[src/rtl/ext_code_pkg.sv]
// Shared types and helpers for the external code sequencer: state encoding,
// step direction constants and the modulo-DEPTH page stepping rule.
package ext_code_pkg;

  typedef enum logic [1:0] {
    IDLE   = 2'd0,
    ARMED  = 2'd1,
    OUTPUT = 2'd2,
    DONE   = 2'd3
  } state_t;

  localparam logic DIR_DOWN = 1'b0;
  localparam logic DIR_UP   = 1'b1;

  // Pages form a ring, so stepping past either end wraps to the other side.
  function automatic logic [31:0] next_index(input logic [31:0] idx,
                                             input logic dir,
                                             input int unsigned depth);
    if (dir == DIR_UP) return (idx + 32'd1) % depth;
    else               return (idx + depth - 32'd1) % depth;
  endfunction

endpackage

[src/rtl/trig_sync_edge.sv]
// Three-flop synchroniser for an asynchronous trigger level, with single-cycle
// rise and fall indications taken from the two settled stages.
module trig_sync_edge (
  input  logic clk,
  input  logic rst,
  input  logic async_in,
  output logic rise,
  output logic fall
);

  logic [2:0] sync_q;

  always_ff @(posedge clk) begin
    if (rst) sync_q <= '0;
    else     sync_q <= {sync_q[1:0], async_in};
  end

  assign rise = sync_q[1] & ~sync_q[2];
  assign fall = ~sync_q[1] & sync_q[2];

endmodule

[src/rtl/ext_code_seq.sv]
// External code sequencer: a trigger-stepped walk over a programmed range of
// stored code pages, with host write/readback of the page storage.
module ext_code_seq
  import ext_code_pkg::*;
#(
  parameter int unsigned     CH_W      = 32,
  parameter int unsigned     DEPTH     = 8,
  parameter int unsigned     IDX_W     = $clog2(DEPTH),
  parameter logic [CH_W-1:0] IDLE_CODE = '0,
  parameter int unsigned     CNT_W     = 16
) (
  input  logic             iClk,
  input  logic             iRst,
  input  logic             iWrEn,
  input  logic [IDX_W-1:0] iWrAddr,
  input  logic [CH_W-1:0]  iWrData,
  input  logic [IDX_W-1:0] iRdAddr,
  output logic [CH_W-1:0]  oRdData,
  input  logic [IDX_W-1:0] iStartIdx,
  input  logic [IDX_W-1:0] iEndIdx,
  input  logic             iDir,
  input  logic             iLoop,
  input  logic             iArm,
  input  logic             iTrigger,
  output logic [CH_W-1:0]  oCode,
  output logic [IDX_W-1:0] oIndex,
  output logic             oBusy,
  output logic             oDone,
  output logic             oStep,
  output logic [CNT_W-1:0] oTrigCnt
);

  logic [CH_W-1:0]  storage [DEPTH];
  state_t           state;
  logic [IDX_W-1:0] start_q, end_q, next_idx;
  logic             dir_q, loop_q;
  logic             rise, fall;

  trig_sync_edge u_sync (
    .clk     (iClk),
    .rst     (iRst),
    .async_in(iTrigger),
    .rise    (rise),
    .fall    (fall)
  );

  assign next_idx = IDX_W'(next_index(32'(oIndex), dir_q, DEPTH));

  // Readback is taken before the write lands, so a same-address write shows old data.
  always_ff @(posedge iClk) begin
    if (iRst) begin
      for (int i = 0; i < int'(DEPTH); i++) storage[i] <= '0;
      oRdData <= '0;
    end else begin
      if (iWrEn) storage[iWrAddr] <= iWrData;
      oRdData <= storage[iRdAddr];
    end
  end

  always_ff @(posedge iClk) begin
    oStep <= 1'b0;
    if (iRst) begin
      state    <= IDLE;
      oCode    <= IDLE_CODE;
      oIndex   <= '0;
      oTrigCnt <= '0;
      oBusy    <= 1'b0;
      oDone    <= 1'b0;
      start_q  <= '0;
      end_q    <= '0;
      dir_q    <= DIR_DOWN;
      loop_q   <= 1'b0;
    end else if (iArm) begin
      start_q  <= iStartIdx;
      end_q    <= iEndIdx;
      dir_q    <= iDir;
      loop_q   <= iLoop;
      oIndex   <= iStartIdx;
      oCode    <= IDLE_CODE;
      oTrigCnt <= '0;
      oBusy    <= 1'b1;
      oDone    <= 1'b0;
      state    <= ARMED;
    end else begin
      case (state)
        ARMED: begin
          if (rise) begin
            oCode <= storage[oIndex];
            if (oTrigCnt != '1) oTrigCnt <= oTrigCnt + CNT_W'(1);
            state <= OUTPUT;
          end
        end
        OUTPUT: begin
          // The page advances only once the trigger level has been released.
          if (fall) begin
            oCode <= IDLE_CODE;
            oStep <= 1'b1;
            if (oIndex == end_q) begin
              if (loop_q) begin
                oIndex <= start_q;
                state  <= ARMED;
              end else begin
                oBusy <= 1'b0;
                oDone <= 1'b1;
                state <= DONE;
              end
            end else begin
              oIndex <= next_idx;
              state  <= ARMED;
            end
          end
        end
        default: begin
        end
      endcase
    end
  end

endmodule

[config.mk]
export PLATFORM = sky130hd
export DESIGN_NAME = ext_code_seq
export DESIGN_NICKNAME = d
export VERILOG_FILES = /design/src/rtl/ext_code_pkg.sv /design/src/rtl/trig_sync_edge.sv /design/src/rtl/ext_code_seq.sv
export SDC_FILE = /design/constraint.sdc
export NUM_CORES = 1
export LEC_CHECK = 0
export ABC_AREA = 0
export CAP_MARGIN = 10
export CORE_MARGIN = 2
export CORE_UTILIZATION = 50
export DETAILED_ROUTE_END_ITERATION = 10
export PLACE_DENSITY = 0.7
export SLEW_MARGIN = 20
export SYNTH_ARGS = -nofsm -noshare
export SYNTH_HDL_FRONTEND = slang
export SYNTH_SLANG_ARGS = --single-unit
export TNS_END_PERCENT = 1
[constraint.sdc]
create_clock -name iClk -period 3.88 [get_ports iClk]
set_input_delay 0.776 -clock iClk [delete_from_list [all_inputs] [get_ports iClk]]
set_output_delay 0.776 -clock iClk [all_outputs]
set_load 0.01 [all_outputs]
# [Word-level counts from Yosys, hierarchy flattened]
# Memories as Yosys holds them, arrays and structs flattened. A register that Yosys moved wholly into a read port is not among the register bits.
# Cells that the tools add are included.
# Widths: inputs -> output; s select.
[totals] register_bits=67 ram_bits=256 input_bits=51 output_inout_bits=86 wordCells=79 n_memories=1
[mem_list] memory="storage" depth=8 word_bits=32 rd=2 rd_ports_with_merged_regs=2 write_ports=8 line="ext_code_seq.sv:33" rtl="logic [CH_W-1:0] storage [DEPTH];"
[op_classes] addsub=4 eq_ne=10 n_mux=31 n_bitwise=6 n_reduce_logical=14
[ops] operator="$mux 32" n=3
[ops] operator="$pmux 32 s2" n=1
[ops] operator="$reduce_or 32->1" n=1
[ops] operator="$mux 3" n=9
[ops] operator="$add 16x1->16 const B" n=1
[ops] operator="$ne 16x16->1 const B" n=1
[ops] operator="$mux 1" n=13
[ops] operator="$reduce_and 3->1" n=4
[ops] operator="$ne 3x3->1 const B" n=3
[ops] operator="$mux 2" n=4
[ops] operator="$reduce_and 4->1" n=2
[ops] operator="$reduce_bool 2->1" n=4
[ops] operator="$add 3x1->3 const B" n=2
[ops] operator="$ne 2x2->1 const B" n=3
[ops] operator="$not 1->1" n=4
[ops] operator="$pmux 2 s2" n=1
[ops] operator="$eq 3x3->1" n=1
[ops] operator="$reduce_bool 3->1" n=1
[ops] operator="$reduce_or 3->1" n=1
[ops] operator="$sub 3x1->3 const B" n=1
[ops] operator="$and 1x1->1" n=2
[ops] operator="$eq 2x1->1 const B" n=1
[ops] operator="$eq 2x2->1 const B" n=1
[ops] operator="$reduce_or 2->1" n=1

# [Longest topological paths before layout]
# Gate-level depths: netlist (run 1).
[logic_depth] word_depth=9 ltp_mapped=6 ltp_nobuf=6

# [Cells and area by module]
# From an unflattened synthesis (run 1), not the netlist that was laid out.
[hier_totals] hier_cells=1342 area_unflattened_um2=17319.1
[modules_own_cells] mod="ext_code_seq" instances=1 cells_per_inst=1334 area_each_um2=17227.8 seq_area_each_um2=9669.3
[modules_own_cells] mod="trig_sync_edge" instances=1 cells_per_inst=8 area_each_um2=91.3 seq_area_each_um2=60.1

# [Worst setup path before layout (run 1)]
# No wires, ideal clock.
[synth_path] path_kind="in2reg" startpoint="input iRst" endpoint="memory storage[1][0], enable pin" setup_time_ps=375 t_arrival_ps=2047 t_required_ps=3505 path_slack_ps=1459 path_stages=4 n_path_buf=1 cell_sequence="buf_2 or3b_1 nor2_1 or2_2"
[synth_lines] element="start, declared" line="ext_code_seq.sv:13" rtl="input logic iRst,"
[synth_lines] element="end, declared" line="ext_code_seq.sv:33"

==> impl_metrics.csv, run 1 <==
group,metric,value,unit
floorplan,die_h,191,um
floorplan,start_util,0.506,
grt,grt_max_degree,64,
logic_synthesis,async_flop_share,0,
clock_tree,postCtsSetupBuffers,0,
clock_tree,path_clk_slew,0.06,ns
logic_synthesis,synth_area_per_cell,13.1,sq um
logic_synthesis,ys_ff_latch,358,
floorplan,die-area,36400,sq um
detailed_routing,avgViaCountPerCell,5.91,
min_path,hold_path.class,"register to register",
sta,setup_viol,0,
grt,grt_pass1_vias,11500,
logic_synthesis,synth_edf_count,256,
sta,rsz0062_at_grt,"no",
logic_synthesis,synth_warnings,0,
sta,setup_tns,0,ns
logic_synthesis,ys.flop_type,"edfxtp_1",
detailed_routing,drt_iter0_drc,795,
critical_path,cp-end-kind,"register",
floorplan,core_area,34500,sq um
placed_design,gp_congestion,0.806,
detailed_routing,dr.pass1.iters,5,
run,drv_cap,0,
cells_and_area,synthToLayoutAreaGrowth,18.1,%
sta,slew_headroom,0.296,
logic_synthesis,syn_area,17400,sq um
floorplan,fp.dieW,191,um
placed_design,io_buffer_count,136,
sta,fin_ws,1.25,ns
placed_design,pre_cts_slack,0.668,ns
critical_path,path_class,"input pin to register",
grt,grt_first_pass_wirelength,67500,um
clock_tree,h-tree-depth,2,
power_and_ir_drop,power_leakage,7.16,nW
power_and_ir_drop,max-vdd-ir-drop,316,uV
grt,antenna_found_initial,1,
sta,finalCriticalPeriod,2.63,ns
placed_design,dp_hpwl,26900,um
critical_path,critPathLaunchType,"input pin",
detailed_routing,dr_total_vias,11400,
logic_synthesis,syn-num-nets,1387,
logic_synthesis,ys_seq_area_frac,0.558,
clock_tree,cts_resized,0,
cells_and_area,drive_gt1_frac,0.171,
clock_tree,clock_latency,0.53,ns
cells_and_area,finalNetCount,1495,
critical_path,critPathArrivalTime,2.77,ns
clock_tree,cts_inserted_buffers,38,
clock_tree,clockRootBuffer,"clkbuf_16",
cells_and_area,diodes,0,
power_and_ir_drop,powerDensity,452,nW/um^2
detailed_routing,wirelength,44300,um
run_status,status,"finished clean",
clock_tree,cts_hold_buf,0,
detailed_routing,antenna_left,0,
detailed_routing,wl_per_cell,23.0,um
power_and_ir_drop,power.total,9.30,mW
clock_tree,clkSinkCount,358,
grt,grt_usage,0.244,
critical_path,required,4.01,ns
critical_path,path_max_fanout,41,
floorplan,pin_count,137,
detailed_routing,drc_errors,0,
clock_tree,clockBufferDepth,3,
clock_tree,cts_tree,"built",
sta,max_freq,380,MHz
sta,drv_slew,0,
sta,fin_skew,0.0132,ns
logic_synthesis,synthCells,1333,
logic_synthesis,synth.distinct_cells,62,
sta,finalCritPeriodShare,0.679,
sta,worstMarginPinSlew,1.06,ns
grt,grt_overflow,0,
sta,hold_viol_final,0,
floorplan,fp-row-count,68,
==> cells in the final DEF (no fill, tap or decap), types with 4 or more instances in the layout <==
cell             Yosys  final
nor2b_1             48     47
xnor2_1              5      5
mux2_2              36     36
a221oi_2            13     13
a32o_1              32     32
mux4_2              64     64
clkdlybuf4s50_1      0    132
clkbuf_1            45     10
or4_1                5      5
o211ai_1            32     32
a21oi_1             29     29
nand4_1              5      5
mux2_1               5      5
mux2i_1             72     72
nor2_1              57     50
and2_1             256    256
nand2_1             49     49
clkbuf_8             0      9
clkinv_2             0      6
edfxtp_1           256    256
inv_1                8      8
a211oi_1            33     33
nand3_1             18     18
a22oi_1             19     19
buf_4                9     28
buf_12               0     10
and3_1               4      4
clkbuf_16            0     41
or2_2                8      8
o31ai_1              6      6
mux2_4              13     13
dfxtp_1            102     99
o21ai_0              6      6
nor2_2               1      8
==> sequential cells by signal, indices dropped and copies added (netlist names), 2 cells and up, named ones only <==
signal         flops
state              2
storage          256
start_q            3
oRdData           32
oCode             32
oIndex             3
oTrigCnt          16
end_q              3
u_sync.sync_q      3
==> Yosys cell counts, drive strengths merged (18+ instances only) <==
master	n	area share
clkbuf	47	0.010
nor2b	48	0.017
and2	256	0.092
mux2	54	0.038
a211oi	33	0.014
nand3	18	0.0052
nand2	49	0.011
a21oi	29	0.0083
buf	58	0.018
mux4	64	0.083
nor2	58	0.013
a32o	32	0.018
dfxtp	102	0.12
mux2i	72	0.041
o211ai	32	0.014
a22oi	19	0.0082
edfxtp	256	0.44
==> cell families (layout without fill, tap and decap cells) <==
kind of cell / Yosys count / after routing / synth area share
compound gates: 185 / 185 / 0.0857
xor+xnor: 7 / 7 / 0.00351
fa+ha+maj: 3 / 3 / 0.00215
buf+inv: 113 / 251 / 0.0301
flops: 358 / 358 / 0.558
mux: 190 / 190 / 0.162
simple gates: 477 / 477 / 0.159
==> area by class of cell <==
class	count	area (sq um)
repair buffers	173	1750
well taps	455	569
flip-flops and latches	358	9740
multi-input cells	862	7220
fillers	2712	13900
clock inverters	10	97.6
clock buffers	60	1190
inverters	8	30.0
==> metal layers <==
layer	vias to the layer above	wire length, um	global-route usage
li1	5207	-	-
met1	5728	19400	0.330
met2	372	21300	0.407
met3	69	2740	0.0427
met4	2	877	0.0665
met5	-	13	0
==> power breakdown <==
part | switching (mW) | internal [mW] | leakage, nW
sequential | 0.154 | 4.32 | 3.29
clock | 1.48 | 2.23 | 0.637
combinational | 0.587 | 0.531 | 3.23
==> path summary, 6_finish.rpt <==
check	from	end	slack [ns]	depth (start not counted)
min	u_sync.sync_q[0]	u_sync.sync_q[1]	0.46	1
min reg2reg	u_sync.sync_q[0]	u_sync.sync_q[1]	0.46	1
max reg2reg	register	oCode[3]	1.53	5
max	iRst	storage[5][18]	1.25	3
==> critical path, cell delays in order <==
cell   delay [ns]
buf_2        0.46
buf_4        0.56
or2_2        0.91
==> metrics by stage <==
stage	cells	instance area, sq um	hold slack (ns)	util
4_1_cts	1926	20600	0.459	0.598
2_1_floorplan	1333	17400	0.414	-
6_report	1926	20600	0.458	0.598
5_1_grt	1926	20600	0.470	0.598
3_5_place_dp	1856	19300	0.432	0.560
3_3_place_gp	1856	19300	0.438	0.560
No activity file was read; power rests on OpenSTA's default activity.
==> run 2, diff against run 1 <==
Clock period 3.88 ns to 2.7 ns, I/O delays scaled along.
==> run 2 against run 1 <==
  * Total power grew 44%
  * Global-route usage rose by 0.55 points
  * Clock power is 43% higher
  * Non-clock buffer count is 17 higher
  * Core utilization is 0.61 points higher
  * Routed wire length rose by 0.83%
  * Sequential share of layout area is 0.48 points lower
  * Sequential cell count unchanged
  * Cell count rose by 0.99%
  * Register-to-register slack worse by 0.84 ns
  * Clock skew down 0.0017 ns
  * Largest cell class unchanged
  * Via count up 1.6%
==> impl_metrics.csv, run 2 (synthesized netlist as in run 1, its figures left out) <==
group,metric,value,unit
sta,fin_skew,0.0115,ns
sta,slew_headroom,0.504,
clock_tree,path_clk_slew,0.06,ns
critical_path,crit_chain,"clkdlybuf4s50_1",
cells_and_area,synthToLayoutAreaGrowth,19.3,%
clock_tree,clockBufferDepth,3,
clock_tree,h-tree-depth,2,
detailed_routing,avgViaCountPerCell,5.95,
critical_path,worstRegToRegCells,5,
min_path,min_path_cells,1,
clock_tree,clockRootBuffer,"clkbuf_16",
floorplan,die_h,191,um
cells_and_area,largest_reg_flops,256,
critical_path,critPathLaunchType,"register",
floorplan,pin_count,137,
clock_tree,clock_latency,0.53,ns
sta,hold_viol_final,0,
sta,setup_tns,0,ns
cells_and_area,final_cell_mix,"and2_1, edfxtp_1, clkdlybuf4s50_1",
critical_path,required,2.16,ns
sta,setup_viol,0,
clock_tree,cts_hold_buf,0,
floorplan,start_util,0.506,
placed_design,gp_congestion,0.823,
placed_design,io_buffer_count,136,
detailed_routing,wl_per_cell,23.0,um
detailed_routing,dr_total_vias,11600,
cells_and_area,finalNetCount,1513,
critical_path,cp_slowest_cell,"clkdlybuf4s50_1",
grt,grt_pass1_vias,11900,
detailed_routing,antenna_left,0,
grt,antenna_found_initial,2,
run,drv_cap,0,
critical_path,path_class,"register to primary output",
clock_tree,cts_inserted_buffers,39,
floorplan,die-area,36400,sq um
grt,grt_overflow,0,
sta,finalCriticalPeriod,2.10,ns
sta,worstMarginPinSlew,0.743,ns
detailed_routing,wirelength,44700,um
critical_path,worst-path-buf-inv,1,
cells_and_area,top_register,"storage",
cells_and_area,reg.largest.list,"storage: 256 flops, oCode: 32 flops, oRdData: 32 flops",
sta,finalCritPeriodShare,0.777,
min_path,hold_path.class,"register to register",
cells_and_area,fillers,2683,
floorplan,fp-row-count,68,
clock_tree,cts_tree,"built",
detailed_routing,drt_iter0_drc,796,
detailed_routing,drc_errors,0,
detailed_routing,dr.pass1.iters,5,
placed_design,dp_hpwl,27900,um
run_status,status,"finished clean",
sta,holdWs,0.440,ns
power_and_ir_drop,power_leakage,7.25,nW
critical_path,r2r_end,"oCode[7]",
critical_path,r2r_setup_slack,0.69,ns
critical_path,path_max_fanout,7,
grt,grt_max_degree,79,
critical_path,cp-end-kind,"primary output",
cells_and_area,drive_gt1_frac,0.176,
floorplan,core_area,34500,sq um
critical_path,critPathTopFamily,"buffers and inverters",
min_path,min_from,"u_sync.sync_q[0]",
critical_path,slowest_delay,0.59,ns
grt,grt_first_pass_wirelength,68800,um
clock_tree,cts_resized,0,
min_path,hold_path_end,"u_sync.sync_q[1]",
grt,grt_usage,0.250,
power_and_ir_drop,powerDensity,643,nW/um^2
cells_and_area,post-route-util,0.604,
clock_tree,postCtsSetupBuffers,0,
sta,max_freq,476,MHz
critical_path,critPathArrivalTime,1.56,ns
power_and_ir_drop,power.total,13.4,mW
sta,rsz0062_at_grt,"no",
floorplan,fp.dieW,191,um
clock_tree,clkSinkCount,358,
power_and_ir_drop,max-vdd-ir-drop,526,uV
sta,drv_slew,0,
[run 2: metrics by stage]
step | std cells | setup WS [ns] | cell area, sq um
2_1_floorplan | 1333 | 0.515 | 17400
3_5_place_dp | 1873 | 0.232 | 19500
3_3_place_gp | 1873 | 0.268 | 19500
4_1_cts | 1944 | 0.571 | 20800
6_report | 1945 | 0.601 | 20800
5_1_grt | 1944 | 0.526 | 20800
[run 2: cell type report]
class / count / area, sq um / share of cell area
antenna: 1 / 2.50 / 0.000120
clock buffer: 66 / 1190 / 0.0573
clock inverter: 5 / 73.8 / 0.00355
inverter: 8 / 30.0 / 0.00144
multi-input combinational: 862 / 7220 / 0.347
sequential: 358 / 9740 / 0.468
tap: 455 / 569 / 0.0274
timing repair buffer: 190 / 1970 / 0.0949
[run 2: power by group]
part,leakage [nW],internal (mW),switching (mW)
sequential,3.29,6.21,0.203
clock,0.614,3.19,2.10
combinational,3.35,0.796,0.875
total,7.25,10.2,3.18
[run 2: metal layers]
metal,vias to the layer above,wire length (um),part of all wire,global-route usage
li1,5245,-,-,-
met1,5844,19000,0.42,0.334
met2,385,21600,0.48,0.415
met3,86,2930,0.066,0.0434
met4,4,1170,0.026,0.0790
met5,-,27,0.00060,0
[run 2: how the worst max path moves through the flow]
stage,start,end,slack [ns],depth (start not counted)
after floorplan,iRst,storage[2][0],0.51,4
after global placement,iWrEn,storage[1][28],0.27,5
after detailed placement,iWrEn,storage[1][4],0.23,5
after CTS,oTrigCnt[4],oTrigCnt[4],0.57,1
after global routing,oTrigCnt[5],oTrigCnt[5],0.53,1
final,oTrigCnt[4],oTrigCnt[4],0.60,1
